## src/rtl/rob_pkg.sv

```systemverilog
// Shared constants and helpers for the parametrised reorder buffer.
// Declarations only; adds no latency.
// No flow control of its own; consumed by rob_param and rob_wb_mux.
package rob_pkg;

  // Allocate and commit are both two lanes wide.
  localparam int ROB_LANES = 2;

  // Forward distance from a to b on a ring of depth entries (depth is a power of two).
  function automatic int unsigned rob_dist(input int unsigned a, input int unsigned b,
                                           input int unsigned depth);
    return (b + depth - a) & (depth - 1);
  endfunction

endpackage

```

## src/rtl/rob_wb_mux.sv

```systemverilog
// Writeback select for one ROB entry across all writeback ports.
// Purely combinational, zero latency; the highest-numbered matching port wins.
// No backpressure: writebacks are always accepted, or dropped by the caller if the entry is invalid.
module rob_wb_mux
  import rob_pkg::*;
#(
  parameter int IDX_W  = 4,
  parameter int DATA_W = 16,
  parameter int NUM_WB = 2,
  parameter int ENTRY  = 0
) (
  input  logic [NUM_WB-1:0]        wb_valid,
  input  logic [NUM_WB*IDX_W-1:0]  wb_idx,
  input  logic [NUM_WB*DATA_W-1:0] wb_data,
`ifdef ROB_EXC_EN
  input  logic [NUM_WB-1:0]        wb_exc,
  output logic                     hit_exc,
`endif
  output logic                     hit,
  output logic [DATA_W-1:0]        hit_data
);

  // Scan ports low to high so a later (higher) port overrides an earlier match.
  always_comb begin
    hit      = 1'b0;
    hit_data = '0;
`ifdef ROB_EXC_EN
    hit_exc  = 1'b0;
`endif
    for (int k = 0; k < NUM_WB; k++) begin
      if (wb_valid[k] && (wb_idx[k*IDX_W +: IDX_W] == IDX_W'(ENTRY))) begin
        hit      = 1'b1;
        hit_data = wb_data[k*DATA_W +: DATA_W];
`ifdef ROB_EXC_EN
        hit_exc  = wb_exc[k];
`endif
      end
    end
  end

endmodule

```

## src/rtl/rob_param.sv

```systemverilog
// Circular two-lane reorder buffer with writeback, in-order commit, partial rollback and flush.
// Commit outputs are combinational from state: an entry can retire the cycle after its writeback.
// Allocation stalls via alloc_ready on pre-edge occupancy; commit waits on commit_ready per lane.
// Optional exception tracking is enabled by defining ROB_EXC_EN.
module rob_param
  import rob_pkg::*;
#(
  parameter int DEPTH  = 16,
  parameter int DATA_W = 16,
  parameter int DEST_W = 5,
  parameter int TYPE_W = 2,
  parameter int NUM_WB = 2,
  localparam int IDX_W = $clog2(DEPTH),
  localparam int CNT_W = $clog2(DEPTH + 1)
) (
  input  logic                           clk,
  input  logic                           rst_n,
  input  logic [ROB_LANES-1:0]           alloc_valid,
  input  logic [ROB_LANES*DEST_W-1:0]    alloc_dest,
  input  logic [ROB_LANES*TYPE_W-1:0]    alloc_type,
  output logic [ROB_LANES-1:0]           alloc_ready,
  output logic [ROB_LANES*IDX_W-1:0]     alloc_idx,
  input  logic [NUM_WB-1:0]              wb_valid,
  input  logic [NUM_WB*IDX_W-1:0]        wb_idx,
  input  logic [NUM_WB*DATA_W-1:0]       wb_data,
`ifdef ROB_EXC_EN
  input  logic [NUM_WB-1:0]              wb_exc,
  output logic [ROB_LANES-1:0]           commit_exc,
`endif
  output logic [ROB_LANES-1:0]           commit_valid,
  input  logic [ROB_LANES-1:0]           commit_ready,
  output logic [ROB_LANES*IDX_W-1:0]     commit_idx,
  output logic [ROB_LANES*DEST_W-1:0]    commit_dest,
  output logic [ROB_LANES*TYPE_W-1:0]    commit_type,
  output logic [ROB_LANES*DATA_W-1:0]    commit_data,
  input  logic                           rb_valid,
  input  logic [IDX_W-1:0]               rb_idx,
  input  logic                           flush,
  output logic [CNT_W-1:0]               count,
  output logic                           full,
  output logic                           empty
);

  typedef struct packed {
    logic              vld;
    logic              rdy;
`ifdef ROB_EXC_EN
    logic              exc;
`endif
    logic [DEST_W-1:0] dest;
    logic [TYPE_W-1:0] typ;
    logic [DATA_W-1:0] dat;
  } rob_entry_t;

  rob_entry_t        ent_q [DEPTH];
  rob_entry_t        ent_d [DEPTH];
  logic [IDX_W-1:0]  head_q, head_d, tail_q, tail_d;
  logic [CNT_W-1:0]  count_q, count_d;
  logic [IDX_W-1:0]  lane_ptr  [ROB_LANES];
  logic [IDX_W-1:0]  alloc_ptr [ROB_LANES];
  logic [DEPTH-1:0]  wb_hit;
  logic [DATA_W-1:0] wb_hit_dat [DEPTH];
  logic [ROB_LANES-1:0] cv, retire, fire, ar;
  logic [CNT_W-1:0]  n_ret, n_fire;
  logic [IDX_W-1:0]  rb_span;
  logic              rb_hit, clear_all, head_exc;
`ifdef ROB_EXC_EN
  logic [DEPTH-1:0]  wb_hit_exc;
  logic              exc_flush_q, exc_flush_d;
`endif

  assign lane_ptr[0]  = head_q;
  assign lane_ptr[1]  = head_q + IDX_W'(1);
  assign alloc_ptr[0] = tail_q;
  assign alloc_ptr[1] = tail_q + IDX_W'(1);

  for (genvar g = 0; g < DEPTH; g++) begin : g_wb
    rob_wb_mux #(.IDX_W(IDX_W), .DATA_W(DATA_W), .NUM_WB(NUM_WB), .ENTRY(g)) u_wb_mux (
      .wb_valid (wb_valid),
      .wb_idx   (wb_idx),
      .wb_data  (wb_data),
`ifdef ROB_EXC_EN
      .wb_exc   (wb_exc),
      .hit_exc  (wb_hit_exc[g]),
`endif
      .hit      (wb_hit[g]),
      .hit_data (wb_hit_dat[g])
    );
  end

  // Handshake qualification: commit lanes, allocation lanes and whether a rollback takes effect.
  always_comb begin
    clear_all = flush;
    head_exc  = 1'b0;
`ifdef ROB_EXC_EN
    clear_all = flush | exc_flush_q;
    head_exc  = ent_q[head_q].exc;
`endif
    // A clearing cycle never shows a commit handshake, so the consumer records nothing.
    cv[0]     = ent_q[lane_ptr[0]].vld & ent_q[lane_ptr[0]].rdy & ~clear_all;
    cv[1]     = cv[0] & ent_q[lane_ptr[1]].vld & ent_q[lane_ptr[1]].rdy & ~head_exc;
    retire[0] = cv[0] & commit_ready[0];
    retire[1] = retire[0] & cv[1] & commit_ready[1];
    n_ret     = CNT_W'(retire[0]) + CNT_W'(retire[1]);
    // Space is judged on pre-edge occupancy; same-cycle commits do not help.
    ar[0]     = count_q < CNT_W'(DEPTH);
    ar[1]     = count_q < CNT_W'(DEPTH - 1);
`ifdef ROB_EXC_EN
    ar        = ar & ~{ROB_LANES{exc_flush_q}};
`endif
    rb_span   = IDX_W'(rob_dist(32'(head_q), 32'(rb_idx), unsigned'(DEPTH)));
    rb_hit    = rb_valid & ent_q[rb_idx].vld
              & ~(retire[0] & (rb_idx == lane_ptr[0]))
              & ~(retire[1] & (rb_idx == lane_ptr[1]));
    fire[0]   = alloc_valid[0] & ar[0] & ~rb_hit;
    fire[1]   = fire[0] & alloc_valid[1] & ar[1] & ~rb_hit;
    n_fire    = CNT_W'(fire[0]) + CNT_W'(fire[1]);
  end

  // Next state: writeback, then rollback squash, retire, allocate; a clear overrides all of it.
  always_comb begin
    for (int i = 0; i < DEPTH; i++) begin
      ent_d[i] = ent_q[i];
      if (ent_q[i].vld && wb_hit[i]) begin
        ent_d[i].rdy = 1'b1;
        ent_d[i].dat = wb_hit_dat[i];
`ifdef ROB_EXC_EN
        ent_d[i].exc = wb_hit_exc[i];
`endif
      end
      if (rb_hit && ent_q[i].vld &&
          (IDX_W'(rob_dist(32'(head_q), unsigned'(i), unsigned'(DEPTH))) > rb_span)) begin
        ent_d[i] = '0;
      end
    end
    for (int l = 0; l < ROB_LANES; l++) begin
      if (retire[l]) ent_d[lane_ptr[l]] = '0;
    end
    for (int l = 0; l < ROB_LANES; l++) begin
      if (fire[l]) begin
        ent_d[alloc_ptr[l]]      = '0;
        ent_d[alloc_ptr[l]].vld  = 1'b1;
        ent_d[alloc_ptr[l]].dest = alloc_dest[l*DEST_W +: DEST_W];
        ent_d[alloc_ptr[l]].typ  = alloc_type[l*TYPE_W +: TYPE_W];
      end
    end
    head_d  = head_q + IDX_W'(n_ret);
    tail_d  = rb_hit ? rb_idx + IDX_W'(1) : tail_q + IDX_W'(n_fire);
    count_d = rb_hit ? CNT_W'(rb_span) + CNT_W'(1) - n_ret : count_q + n_fire - n_ret;
`ifdef ROB_EXC_EN
    // An excepting head that retires schedules a full clear for the following cycle.
    exc_flush_d = retire[0] & head_exc;
`endif
    if (clear_all) begin
      for (int i = 0; i < DEPTH; i++) ent_d[i] = '0;
      head_d  = '0;
      tail_d  = '0;
      count_d = '0;
`ifdef ROB_EXC_EN
      exc_flush_d = 1'b0;
`endif
    end
  end

  // State registers.
  always_ff @(posedge clk or negedge rst_n) begin
    if (!rst_n) begin
      for (int i = 0; i < DEPTH; i++) ent_q[i] <= '0;
      head_q  <= '0;
      tail_q  <= '0;
      count_q <= '0;
`ifdef ROB_EXC_EN
      exc_flush_q <= 1'b0;
`endif
    end else begin
      ent_q   <= ent_d;
      head_q  <= head_d;
      tail_q  <= tail_d;
      count_q <= count_d;
`ifdef ROB_EXC_EN
      exc_flush_q <= exc_flush_d;
`endif
    end
  end

  // Commit field view: fields of a lane read zero unless that lane is valid.
  always_comb begin
    commit_idx  = '0;
    commit_dest = '0;
    commit_type = '0;
    commit_data = '0;
`ifdef ROB_EXC_EN
    commit_exc  = '0;
`endif
    for (int l = 0; l < ROB_LANES; l++) begin
      if (cv[l]) begin
        commit_idx[l*IDX_W +: IDX_W]    = lane_ptr[l];
        commit_dest[l*DEST_W +: DEST_W] = ent_q[lane_ptr[l]].dest;
        commit_type[l*TYPE_W +: TYPE_W] = ent_q[lane_ptr[l]].typ;
        commit_data[l*DATA_W +: DATA_W] = ent_q[lane_ptr[l]].dat;
`ifdef ROB_EXC_EN
        commit_exc[l]                   = ent_q[lane_ptr[l]].exc;
`endif
      end
    end
  end

  assign commit_valid = cv;
  assign alloc_ready  = ar;
  assign alloc_idx    = {alloc_ptr[1], alloc_ptr[0]};
  assign count        = count_q;
  assign full         = (count_q == CNT_W'(DEPTH));
  assign empty        = (count_q == '0);

endmodule

```

## config.mk

```make
export PLATFORM = sky130hd
export DESIGN_NAME = rob_param
export DESIGN_NICKNAME = d
export VERILOG_FILES = /design/src/rtl/rob_pkg.sv /design/src/rtl/rob_wb_mux.sv /design/src/rtl/rob_param.sv
export SDC_FILE = /design/constraint.sdc
export NUM_CORES = 1
export LEC_CHECK = 0
export CAP_MARGIN = 25
export CELL_PAD_IN_SITES_DETAIL_PLACEMENT = 1
export CELL_PAD_IN_SITES_GLOBAL_PLACEMENT = 1
export CORE_MARGIN = 3
export CORE_UTILIZATION = 40
export DETAILED_ROUTE_END_ITERATION = 16
export GPL_TIMING_DRIVEN = 0
export PLACE_DENSITY = 0.76
export SLEW_MARGIN = 20
export SYNTH_ARGS = -nofsm -noshare
export SYNTH_HDL_FRONTEND = slang
export SYNTH_SLANG_ARGS = --single-unit
```

## constraint.sdc

```tcl
create_clock -name clk -period 9.2 [get_ports clk]
set_input_delay 1.38 -clock clk [delete_from_list [all_inputs] [get_ports clk]]
set_output_delay 1.38 -clock clk [all_outputs]
set_load 0.05 [all_outputs]
```

==> impl_metrics.py, run 1 <==
metrics = {
    "run_status": {
        "status": "finished, final reports clean",
    },
    "die": {
        "core_area_um2": 73580,
        "num_rows": 99,
        "ios": 141,
        "chipHeight_um": 279.8,
        "initial_core_util_pct": 40.76,
        "die_w_um": 279.8,
        "dieArea_um2": 78300,
    },
    "sta": {
        "finalHoldViolations": 0,
        "relSlewSlack_pct": 12.94,
        "fmax_mhz": 111.6,
        "slew_violations": 0,
        "finalSetupViolations": 0,
        "finClkSkew_ns": 0.03075,
        "holdWs_ns": 0.5384,
        "rsz0062_at_grt": "false",
        "period_minus_slack_ns": 8.958,
        "tightest_slew_ns": 1.297,
        "fin_ws_ns": 0.2422,
        "period_share_pct": 97.37,
    },
    "global_route": {
        "overflow": 0,
        "gr-usage-all-layers_pct": 36.96,
        "grt_pass1_wl_um": 212200,
        "grt_pass1_vias": 30170,
        "antenna_found_initial": 16,
        "grt_max_degree": 85,
    },
    "job": {
        "timing.max_cap.violations": 0,
    },
    "detailed_routing": {
        "drc": 0,
        "wl_per_cell_um": 35.09,
        "detail-route-antenna-nets": 0,
        "dr.pass1.iters": 7,
        "vias_per_cell": 7.112,
        "vias": 30010,
        "first_iter_violations": 4127,
        "routed_wirelength_um": 148100,
    },
    "logic_synthesis": {
        "ys_types": 86,
        "syn_nets": 3163,
        "yosysTopAreaCell": "dfrtp_1",
        "synth_top_area_share_pct": 34.46,
        "synth-seq-cells": 413,
        "synth_commonest_cells": "dfrtp_1 (413), nor2_1 (409), mux2i_1 (279), a211oi_1 (278), clkbuf_1 (232)",
        "syn-instance-count": 3019,
        "avgSynthCellArea_um2": 9.935,
        "yosys_most_used_dff": "dfrtp_1",
        "seq_area_frac_synth_pct": 34.46,
        "yosysMostFrequentCell": "dfrtp_1",
        "synth.yosys.warnings": 0,
        "synthArstFlopShare_pct": 100.0,
        "syn_area_um2": 29990,
        "yosys-top-cells-area": "dfrtp_1 (34%), mux4_2 (16%), mux2i_1 (9.3%)",
        "synth_edf_count": 0,
    },
    "clock_tree": {
        "cts-resized-gates": 5,
        "numCtsBuffers": 50,
        "cts_tree": "yes",
        "clockBufferDepth": 3,
        "ctsHoldBuffers": 0,
        "cts_sinks": 413,
        "postCtsSetupBuffers": 0,
        "path_clk_slew_ns": 0.06,
        "htree_levels": 2,
        "cts_root_buf": "clkbuf_16",
        "insertion_delay_ns": 0.64,
    },
    "pwr": {
        "comb_power_share_pct": 20.9,
        "clkPwrFrac_pct": 40.2,
        "switchingPower_mw": 1.691,
        "pwr-share-seq_pct": 38.9,
        "leakage_nw": 13.04,
        "powerDensity_nw_per_um2": 143.5,
        "ir_drop_v": 0.0001359,
        "swShare_pct": 34.29,
        "p_int_mw": 3.240,
    },
    "critical_path": {
        "r2r_slack_ns": 0.93,
        "crit_slowest_cell": "clkdlybuf4s50_1",
        "cp.required_ns": 7.82,
        "max_stage_delay_ns": 0.94,
        "startpoint": "head_q[1]$_DFF_PN0_",
        "startpoint_type": "flip-flop",
        "cpMostUsedCell": "buf_2",
        "critPathArrivalTime_ns": 7.58,
        "end_kind": "output port",
        "path_max_fanout": 10,
        "regToRegStartpoint": "head_q[1]$_DFF_PN0_",
        "crit_chain": "buf_2, buf_2, buf_2, inv_1, ha_1, clkbuf_1, buf_2, buf_2, clkdlybuf4s15_2, mux4_2, mux2i_1, a211oi_1, clkdlybuf4s50_1",
        "critPathKind": "flip-flop to output port",
    },
    "hold_path": {
        "min_from": "ent_q[23]$_DFF_PN0_",
        "hold_class": "flip-flop to flip-flop",
    },
    "place": {
        "dp_slack_ns": 0.2806,
        "dp_hpwl_um": 112100,
        "gp_congestion": 1.038,
        "portBuffers": 127,
        "dp_cells": 4119,
    },
    "finish": {
        "drive_gt1_share_pct": 12.83,
        "fin_util_pct": 46.72,
        "layout.nets": 3360,
        "final_cells": 4219,
        "area_growth_pct": 14.61,
    },
}
layer usage:
metal	vias up	wire (um)	track usage (%)
met5	-	334	1.770
li1	11830	-	-
met4	24	8010	15.84
met3	606	22840	17.22
met2	2507	61400	53.26
met1	15040	55470	47.52
area by class of cell:
class | instances | area (um^2)
sequential | 413 | 10330
clock inverter | 12 | 107.6
inverter | 52 | 197.7
antenna | 10 | 25.02
clock buffer | 74 | 1451
timing repair buffer | 145 | 1549
buffer | 302 | 1259
multi-input combinational | 2252 | 18250
fill | 8236 | 39210
tap | 959 | 1200
cell usage in the layout, fill, tap and decap left out, drive strengths merged, types with 8 or more instances in the layout:
cell           synthesis  final
nand2b                12     12
xnor2                 19     19
o22ai                 87     87
ha                    69     69
nand3                 35     35
nand4                 18     18
nor2                 410    410
clkinv                 0     12
a22oi                 15     15
and2                  64     64
nand2                118    118
nor2b                 10     10
a21oi                137    137
mux2i                279    279
and3                  13     13
xor2                   9      9
clkbuf               232    306
a21boi                 8      8
or3                    9      9
clkdlybuf4s50          0    126
diode                  0     10
or2                   23     23
o211ai                12     12
a21o                  21     21
inv                   52     52
mux4                 211    211
dfrtp                413    413
a32oi                 30     30
o21a                  17     17
o21ai                153    153
a211oi               287    287
nor3                  94     94
buf                   70     87
critical path: cells and delay by family, from the launching register on:
kind / cells / cell delay (ns)
adder cells (fa/ha/maj): 1 / 0.49
AO/OA/AOI/OAI: 1 / 0.68
buffers and inverters: 9 / 4.66
multiplexers: 2 / 0.44
flip-flops: 1 / 0.65
power groups by stage:
stage / Combinational, mW / Clock (mW) / Sequential, mW
after floorplan: 0.522 / 0 / 1.96
after global placement: 0.947 / 0 / 1.95
after detailed placement: 0.976 / 0 / 1.95
after CTS: 0.983 / 1.97 / 1.91
after global routing: 1.07 / 2.06 / 1.92
final: 1.03 / 1.98 / 1.92
registers in the layout, summed over array words and instances, names as in the netlist:
| register | flops |
|---|---|
| count | 5 |
| tail_q | 4 |
| ent_q | 400 |
| head_q | 4 |
per-stage QoR:
stage / TNS, ns / power (mW) / instance area (um^2)
final: 0 / 4.931 / 34370
after global routing: 0 / 5.043 / 34360
after global placement: -5334.49 / 2.895 / 32460
after floorplan: 0 / 2.479 / 29990
after detailed placement: 0 / 2.922 / 32720
after CTS: 0 / 4.864 / 34300
cells by family after synthesis:
logic type / Yosys count / share of synthesized area (%)
multiplexers: 494 / 25.33
AO/OA/AOI/OAI: 813 / 18.27
AND/OR/NAND/NOR: 841 / 12.95
buffers and inverters: 354 / 4.768
flip-flops: 413 / 34.46
adder cells (fa/ha/maj): 76 / 3.346
XOR/XNOR: 28 / 0.8803
final timing paths:
kind | to | cells after the start
max in group asynchronous | ent_q[123]$_DFF_PN0_ | 4
min in group asynchronous | ent_q[246]$_DFF_PN0_ | 1
worst min-delay path | ent_q[23]$_DFF_PN0_ | 2
worst min register to register | ent_q[23]$_DFF_PN0_ | 2
worst max register to register | count[3]$_DFF_PN0_ | 24
worst max-delay path | commit_data[16] | 13
Power figures use the tool's default switching activity.
==> inputs of run 2 (changes only) <==
Settings changed: REMOVE_ABC_BUFFERS set to 1.
==> run 2 against run 1 <==
  * Wire length down 8.9%
  * Utilization up 1.4 points
  * Final area up 2.9%
  * Global-route usage down 3.2 points
  * Combinational power about the same
  * Fmax up 14%
  * Non-clock buffer count down 220
  * Critical path type unchanged
  * Critical endpoint is now commit_data[31]
  * Largest cell class unchanged
==> impl_metrics.py, run 2 (same netlist as run 1, synthesis figures left out) <==
metrics = {
    "place": {
        "post_dp_cell_area_um2": 33550,
        "gp_congestion": 0.8955,
        "portBuffers": 140,
        "dp_hpwl_um": 88880,
        "dp_slack_ns": 1.688,
    },
    "finish": {
        "final_cell_area_um2": 35390,
        "layout.nets": 3140,
        "fillerInstances": 7978,
        "final_cell_mix": "dfrtp_1 (410), nor2_1 (389), mux2i_1 (279), a211oi_1 (277), mux4_2 (209)",
        "final_common_cell": "dfrtp_1",
        "area_growth_pct": 17.98,
        "regMostFlops": "ent_q",
        "drive_gt1_share_pct": 16.79,
        "largest_reg_flops": 400,
    },
    "clock_tree": {
        "cts_root_buf": "clkbuf_16",
        "htree_levels": 2,
        "cts_sinks": 413,
        "cts-resized-gates": 0,
        "insertion_delay_ns": 0.65,
        "clockBufferDepth": 3,
        "cts_tree": "yes",
        "path_clk_slew_ns": 0.06,
        "ctsHoldBuffers": 0,
        "numCtsBuffers": 50,
        "postCtsSetupBuffers": 0,
    },
    "detailed_routing": {
        "detail-route-antenna-nets": 0,
        "wl_per_cell_um": 33.70,
        "dr.pass1.iters": 6,
        "vias": 28590,
        "first_iter_violations": 3438,
        "drc": 0,
        "routed_wirelength_um": 134800,
        "vias_per_cell": 7.146,
    },
    "sta": {
        "fin_ws_ns": 1.365,
        "tightest_slew_ns": 1.303,
        "finalSetupViolations": 0,
        "finalHoldViolations": 0,
        "slew_violations": 0,
        "fmax_mhz": 127.6,
        "period_share_pct": 85.16,
        "relSlewSlack_pct": 12.78,
        "period_minus_slack_ns": 7.835,
        "rsz0062_at_grt": "false",
        "finClkSkew_ns": 0.05771,
    },
    "die": {
        "chipHeight_um": 279.8,
        "core_area_um2": 73580,
        "ios": 141,
        "die_w_um": 279.8,
        "num_rows": 99,
        "initial_core_util_pct": 40.76,
        "dieArea_um2": 78300,
    },
    "global_route": {
        "grt_pass1_wl_um": 198500,
        "antenna_found_initial": 7,
        "grt_max_degree": 96,
        "grt_pass1_vias": 30470,
        "overflow": 0,
        "gr-usage-all-layers_pct": 33.76,
    },
    "critical_path": {
        "path_max_fanout": 36,
        "critPathArrivalTime_ns": 6.46,
        "crit_slowest_cell": "clkdlybuf4s50_1",
        "cpMostUsedCell": "buf_16",
        "critPathKind": "flip-flop to output port",
        "cp.required_ns": 7.82,
        "crit_chain": "buf_12, ha_1, xnor2_4, buf_16, inv_4, buf_16, a21oi_1, a22oi_1, nand2_1, nand2_4, a211oi_1, clkdlybuf4s50_1",
        "max_stage_delay_ns": 0.95,
        "end_kind": "output port",
        "startpoint_type": "flip-flop",
    },
    "run_status": {
        "status": "finished, final reports clean",
    },
    "hold_path": {
        "hold_class": "flip-flop to flip-flop",
    },
    "pwr": {
        "powerDensity_nw_per_um2": 142.9,
        "p_total_mw": 5.057,
        "leakage_nw": 13.39,
        "ir_drop_v": 0.0001363,
    },
    "job": {
        "timing.max_cap.violations": 0,
    },
}
-- run 2: cell types whose count changed in the layout (fill, tap and decap cells not counted), moves of 8 or more --
| cell | previous run | this run |
|---|---|---|
| buf_12 | 0 | 11 |
| clkdlybuf4s50_1 | 126 | 138 |
| nor2_4 | 0 | 12 |
| buf_1 | 20 | 0 |
| nand2_1 | 117 | 107 |
| buf_6 | 14 | 4 |
| nor2_1 | 407 | 389 |
| buf_8 | 2 | 12 |
| nand2_2 | 1 | 9 |
| buf_16 | 5 | 51 |
| buf_2 | 39 | 1 |
| clkbuf_1 | 241 | 8 |
-- run 2: worst paths after layout --
check                                      from  slack (ns)                    to  cells past startpoint
min reg2reg                ent_q[298]$_DFF_PN0_        0.54  ent_q[298]$_DFF_PN0_                      2
max                         head_q[1]$_DFF_PN0_        1.36       commit_data[31]                     12
min                        ent_q[298]$_DFF_PN0_        0.54  ent_q[298]$_DFF_PN0_                      2
max in group asynchronous                 rst_n        7.12  ent_q[182]$_DFF_PN0_                      3
max reg2reg                 head_q[1]$_DFF_PN0_        2.20    count[3]$_DFF_PN0_                     24
min in group asynchronous                 rst_n        0.71  ent_q[356]$_DFF_PN0_                      1
-- run 2: metrics by stage --
step	instances	hold slack, ns	TNS, ns	util [%]
finish	4001	0.5394	0	48.09
global route	3998	0.5576	0	48.08
CTS	3990	0.5316	0	47.95
detailed placement	3897	0.5150	0	45.59
global placement	3816	0.4960	-	42.62
floorplan	2717	0.4666	-2134.14	-
-- run 2: final cells by class --
class,instances,area [um^2],area share [%]
Multi-Input combinational cell,2252,18580,52.51
Sequential cell,413,10350,29.24
Timing Repair Buffer,227,3311,9.356
Clock buffer,74,1501,4.243
Tap cell,959,1200,3.391
Clock inverter,19,230.2,0.6506
Inverter,52,202.7,0.5728
Antenna cell,5,12.51,0.03536
-- run 2: metal layers --
| metal | vias to the layer above | wire (um) | global-route usage (%) |
|---|---|---|---|
| li1 | 11400 | - | - |
| met1 | 14600 | 50420 | 42.13 |
| met2 | 1994 | 60370 | 52.14 |
| met5 | - | 56 | 0 |
| met4 | 8 | 8669 | 20.00 |
| met3 | 589 | 15330 | 9.859 |
-- run 2: critical path: cells and delay by family, from the launching register on --
| kind | cells | cell delay (ns) |
|---|---|---|
| buffers and inverters | 5 | 1.88 |
| AOI/OAI and AO/OA | 3 | 1.49 |
| DFF | 1 | 0.68 |
| xor gates and xnor gates | 1 | 0.66 |
| and+or+nand+nor | 2 | 0.66 |
| adders and majority gates | 1 | 0.28 |
-- run 2: power breakdown --
part	leakage, nW	switching (mW)	total (mW)	internal [mW]
logic	6.80	0.699	1.02	0.316
clock network	0.839	0.909	2.13	1.22
registers	5.75	0.0566	1.91	1.86
